### config.mk
export PLATFORM = sky130hd
export DESIGN_NAME = fp32_sc_multiplier
export DESIGN_NICKNAME = d
export VERILOG_FILES = /design/src/rtl/fp32_sc_multiplier.sv
export SDC_FILE = /design/constraint.sdc
export NUM_CORES = 1
export LEC_CHECK = 0
export ABC_CLOCK_PERIOD_IN_PS = 3800
export CAP_MARGIN = 25
export CORE_MARGIN = 8
export CORE_UTILIZATION = 46
export CTS_CLUSTER_SIZE = 30
export DETAILED_ROUTE_END_ITERATION = 8
export GPL_TIMING_DRIVEN = 0
export PLACE_DENSITY = 0.83
export SYNTH_ARGS = -nofsm -noshare
export SYNTH_HDL_FRONTEND = slang
export SYNTH_SLANG_ARGS = --single-unit
### constraint.sdc
create_clock -name clk -period 3.8 [get_ports clk]
set_clock_uncertainty 0.2 [all_clocks]
set_input_delay 0.57 -clock clk [delete_from_list [all_inputs] [get_ports clk]]
set_output_delay 0.57 -clock clk [all_outputs]
set_load 0.05 [all_outputs]
### src/rtl/fp32_sc_multiplier.sv
// IEEE-754 single multiplier; fraction cross-term fa*fb estimated by an LFSR/AND stochastic stream.
// Define SC_MULT_EXACT_EN to compute the cross-term exactly at LOAD (same latency, golden mode).
module fp32_sc_multiplier #(
    parameter int unsigned SC_BITS = 8
) (
    input  logic        clk,
    input  logic        rst,
    input  logic [31:0] A,
    input  logic [31:0] B,
    output logic [31:0] P,
    output logic        done
);
    localparam int unsigned N        = SC_BITS;
    localparam int unsigned MW       = N + 2;
    localparam int unsigned RUN_LAST = (1 << N) - 2;

    typedef logic [N-1:0]   frac_t;
    typedef logic [MW-1:0]  msum_t;
`ifdef SC_MULT_EXACT_EN
    typedef logic [2*N-1:0] wide_t;
`endif

    typedef enum logic [1:0] {
        S_LOAD,
        S_RUN,
        S_FINISH,
        S_DONE
    } state_t;

    state_t     state;
    logic       sa, sb;
    logic [7:0] ea, eb;
    logic       a_fnz, b_fnz;
    frac_t      fa_q, fb_q;
    frac_t      cnt;
    frac_t      c;

`ifndef SC_MULT_EXACT_EN
    // Maximal-length Fibonacci tap masks (bit k-1 set for tap k)
    function automatic logic [15:0] tap_mask(input int unsigned n);
        case (n)
            4:       tap_mask = 16'h000C;
            5:       tap_mask = 16'h0014;
            6:       tap_mask = 16'h0030;
            7:       tap_mask = 16'h0060;
            8:       tap_mask = 16'h00B8;
            9:       tap_mask = 16'h0110;
            10:      tap_mask = 16'h0240;
            11:      tap_mask = 16'h0500;
            12:      tap_mask = 16'h0829;
            13:      tap_mask = 16'h100D;
            14:      tap_mask = 16'h2015;
            15:      tap_mask = 16'h6000;
            16:      tap_mask = 16'hD008;
            default: tap_mask = 16'h00B8;
        endcase
    endfunction

    localparam frac_t TAPS  = frac_t'(tap_mask(N));
    localparam frac_t SEED1 = frac_t'(1);
    localparam frac_t SEED2 = frac_t'((1 << (N - 1)) + 1);

    frac_t lfsr1, lfsr2;
    logic  sc_bit;

    assign sc_bit = (fa_q > lfsr1) & (fb_q > lfsr2);
`endif

    // Result assembly from registered operand fields and the cross-term count
    msum_t            m_sum, m_norm;
    logic signed [10:0] e_res;
    logic [22:0]      frac_res;
    logic             s_res;
    logic             a_nan, b_nan, a_inf, b_inf, a_zero, b_zero;
    logic [31:0]      p_next;

    always_comb begin
        m_sum    = (msum_t'(1) << N) + msum_t'(fa_q) + msum_t'(fb_q) + msum_t'(c);
        m_norm   = m_sum;
        e_res    = $signed(11'(ea)) + $signed(11'(eb)) - 11'sd127;
        if (m_sum[MW-1]) begin
            m_norm = m_sum >> 1;
            e_res  = e_res + 11'sd1;
        end
        frac_res = 23'(m_norm - (msum_t'(1) << N)) << (23 - N);
        s_res    = sa ^ sb;
        a_nan    = (ea == 8'hFF) && a_fnz;
        b_nan    = (eb == 8'hFF) && b_fnz;
        a_inf    = (ea == 8'hFF) && !a_fnz;
        b_inf    = (eb == 8'hFF) && !b_fnz;
        a_zero   = (ea == 8'h00);
        b_zero   = (eb == 8'h00);

        if (a_nan || b_nan || (a_inf && b_zero) || (b_inf && a_zero)) begin
            p_next = 32'h7FC0_0000;
        end else if (a_inf || b_inf) begin
            p_next = {s_res, 8'hFF, 23'd0};
        end else if (a_zero || b_zero) begin
            p_next = {s_res, 31'd0};
        end else if (e_res >= 11'sd255) begin
            p_next = {s_res, 8'hFF, 23'd0};
        end else if (e_res <= 11'sd0) begin
            p_next = {s_res, 31'd0};
        end else begin
            p_next = {s_res, e_res[7:0], frac_res};
        end
    end

    // Control FSM with registered product and done
    always_ff @(posedge clk or negedge rst) begin
        if (!rst) begin
            state <= S_LOAD;
            P     <= '0;
            done  <= 1'b0;
            sa    <= 1'b0;
            sb    <= 1'b0;
            ea    <= '0;
            eb    <= '0;
            a_fnz <= 1'b0;
            b_fnz <= 1'b0;
            fa_q  <= '0;
            fb_q  <= '0;
            cnt   <= '0;
            c     <= '0;
`ifndef SC_MULT_EXACT_EN
            lfsr1 <= SEED1;
            lfsr2 <= SEED2;
`endif
        end else begin
            case (state)
                S_LOAD: begin
                    sa    <= A[31];
                    sb    <= B[31];
                    ea    <= A[30:23];
                    eb    <= B[30:23];
                    a_fnz <= |A[22:0];
                    b_fnz <= |B[22:0];
                    fa_q  <= A[22 -: N];
                    fb_q  <= B[22 -: N];
                    cnt   <= '0;
`ifdef SC_MULT_EXACT_EN
                    c     <= frac_t'((wide_t'(A[22 -: N]) * wide_t'(B[22 -: N])) >> N);
`else
                    c     <= '0;
`endif
                    state <= S_RUN;
                end
                S_RUN: begin
`ifndef SC_MULT_EXACT_EN
                    lfsr1 <= {lfsr1[N-2:0], ^(lfsr1 & TAPS)};
                    lfsr2 <= {lfsr2[N-2:0], ^(lfsr2 & TAPS)};
                    c     <= c + frac_t'(sc_bit);
`endif
                    cnt   <= cnt + frac_t'(1);
                    if (cnt == frac_t'(RUN_LAST)) begin
                        state <= S_FINISH;
                    end
                end
                S_FINISH: begin
                    P     <= p_next;
                    done  <= 1'b1;
                    state <= S_DONE;
                end
                S_DONE: begin
                    state <= S_DONE;
                end
                default: begin
                    state <= S_LOAD;
                end
            endcase
        end
    end

endmodule

==> metrics <==
CP endpoint kind flop; EDFF count, synth 0; status finished with violations; TritonCTS Buffers 9; detailed router's first-iteration violation count 338; H-tree depth 3; Area Growth Syn to Fin 33.33%; I/O pins between 90 and 100; violated checks negative setup slack; average wire per standard cell 18.15 µm; count leader, synth dfrtp_1; CTS Sinks 88; Synth top area share 36.65%; share of layout cells above drive strength 1 19.75%; max-cap viol count 0; worst rel slew slack 41.29%; maximum clock frequency around 0.26 GHz; GRT overflow 0; first-pass GRT wire length 24.53 mm; register area share after synthesis 38.00%; mapped cell area 5804 µm²; DP HPWL 11.82 mm; max-slew violations 0; clock buffer depth 2; # rows a little over 40; Setup Viol. Count Final 2; DRC errors left 0; critical path class reg -> reg; Final min period 3.806 ns; Slew @ Worst Pin 0.8697 ns; worst vdd ir 0.0002607 V; Root Driver clkbuf_16; Avg Vias per Cell about 5.7; leading area contributor after synthesis dfrtp_1; Clock Latency Late Sink ~0.35 ns; synth top area cells dfrtp_1, ha_1, mux2_2; final hold vios 0; Hold Crit Class in -> async; Final Routed Wirelength 16.26 mm; Worst EP required 3.82 ns; DR pass1 iterations 5; dominant synthesized flop cell dfrtp_1; hold slack 0.02844 ns; CP max FO 7; Setup WS post-layout -0.006083 ns; syn avg cell area 9.922 µm²; Leak 3.224 nW; vias in the first global route 5034; CTS tree yes; Ys Warns 0; Die W 128.3 µm; Core Area between 10000 and 15000 µm²; Power Density 455.5 nW/µm²; RSZ-0062 raised after global routing true; GRT Overall Usage 18.68%; Via Count 5070; GP Congestion 0.8931; number of I/O port buffers 83; pin count of the biggest net entering global routing between 40 and 50; FF+latch count, synth 88; period utilization 100.2%; Hold-fix buffers, CTS 0; Crit path arrival time 3.83 ns; TNS Setup -0.006519 ns; Post-Syn Instances 585; antenna cell count 0; CTS clk-pin slew, worst paths ~0.07 ns; Routed Antenna Nets 0; DIE HEIGHT 128.3 µm; Starting Density 46.56%; Worst setup SP type flop; ys async rst share 100.0%; commonest cells in the netlist dfrtp_1, nand2_1, ha_1, nor2_1, o21ai_0; Final nets ~840; Yosys cell types 70; initial antenna violation count 0; die area about 16000 µm²; Fill cells 978
-- layout make-up --
| type | instances | area, µm² | area share, % |
|---|---|---|---|
| tap | 172 | 215.2 | 2.781 |
| buffer | 33 | 200.2 | 2.587 |
| inverter | 31 | 116.4 | 1.504 |
| clock buffer | 12 | 256.5 | 3.314 |
| sequential | 88 | 2210 | 28.55 |
| clock inverter | 4 | 98.84 | 1.277 |
| timing repair buffer | 110 | 1072 | 13.86 |
| multi-input combinational | 446 | 3570 | 46.13 |
-- logic make-up (layout without fill, tap and decap cells) --
kind of cell               count (synthesis)  count (layout)  share of synthesized area, %
buffers and inverters                     65             190                         5.367
AOI/OAI and AO/OA                        125             125                         15.11
adders and majority gates                 53              53                         12.72
DFF                                       88              88                         38.00
and+or+nand+nor                          191             191                         17.61
muxes                                     37              37                         7.221
xor gates and xnor gates                  25              25                         3.902
other                                      1              15                       0.06461
-- state kept, by name, indices dropped and copies added (netlist names), 2 cells and up --
register / flops
cnt: 8
lfsr2: 8
eb: 8
state: 2
fb_q: 8
ea: 8
fa_q: 8
P: 17
lfsr1: 8
c: 8
-- worst paths after layout --
kind	cells past startpoint	startpoint	end	slack (ns)
hold reg to reg	1	done	done	0.27
setup / recovery	13	ea[0]	P[16]	-0.006
min in group clk	1	done	done	0.27
max in group asynchronous	2	rst	lfsr1[0]	2.68
setup reg to reg	13	ea[0]	P[16]	-0.006
hold / removal	1	rst	cnt[5]	0.03
-- critical path, cell delays in order, from the launching register on --
cell and delay [ns]:
dfrtp_1 0.40, inv_2 0.08, ha_2 0.16, inv_1 0.07, ha_4 0.17, fa_2 0.63, nand3_4 0.10, or4_4 0.60
nor4_4 0.30, mux2i_1 0.12, o31a_1 0.40, o21bai_4 0.23, buf_12 0.15, o31ai_1 0.07
-- through the flow --
step / instances / power, mW / area, µm² / utilization [%] / setup slack [ns]
floorplan: 599 / 1.884 / 5857 / - / 0.07739
global placement: 854 / 2.128 / 6903 / 55.37 / -1.069
detailed placement: 855 / 2.173 / 6920 / 55.52 / -0.3787
CTS: 876 / 3.322 / 7405 / 59.40 / 0.004676
global route: 896 / 3.693 / 7739 / 62.08 / -0.09644
finish: 896 / 3.525 / 7739 / 62.08 / -0.006083
-- layout by cell type, fill, tap and decap left out, types with 4 or more instances in the layout --
cell type,count
mux2i_1,7
ha_1,38
clkbuf_1,15
mux2_2,29
conb_1,15
o31ai_2,4
nor3_1,10
clkbuf_16,9
or2_2,5
nand2_1,44
or3_1,4
or4_1,5
fa_1,8
nor2_1,42
xor2_1,9
nor4_1,11
buf_4,40
inv_1,29
o31ai_1,4
nand2b_1,12
dfrtp_1,82
a22o_1,5
clkdlybuf4s50_1,82
o21ai_0,39
nand4_1,12
nand3_1,8
nor2b_1,9
a21o_1,7
xnor2_1,15
a21oi_1,21
o32a_1,4
and4_1,4
-- repair_timing --
action                                  in CTS  in global routing
gates cloned                                 0                  0
setup buffers                                6                 20
pin swaps                                    4                 17
endpoints found under the setup margin      16                 15
gates resized for setup                     13                 33
-- report_power, final --
part	internal, mW	total (mW)	leakage [nW]	switching, mW
logic	0.654	1.40	1.95	0.749
registers	0.990	1.07	1.10	0.0773
clock network	0.681	1.05	0.173	0.373
total	2.33	3.52	3.22	1.20
-- layer usage --
layer / GRT usage (%) / share of wire, % / vias up
li1: - / - / 2354
met1: 22.02 / 40 / 2496
met2: 32.28 / 51 / 194
met3: 4.634 / 6.9 / 26
met4: 6.783 / 1.8 / 0
met5: 0 / 0 / -
No activity file was read; power rests on OpenSTA's default activity.
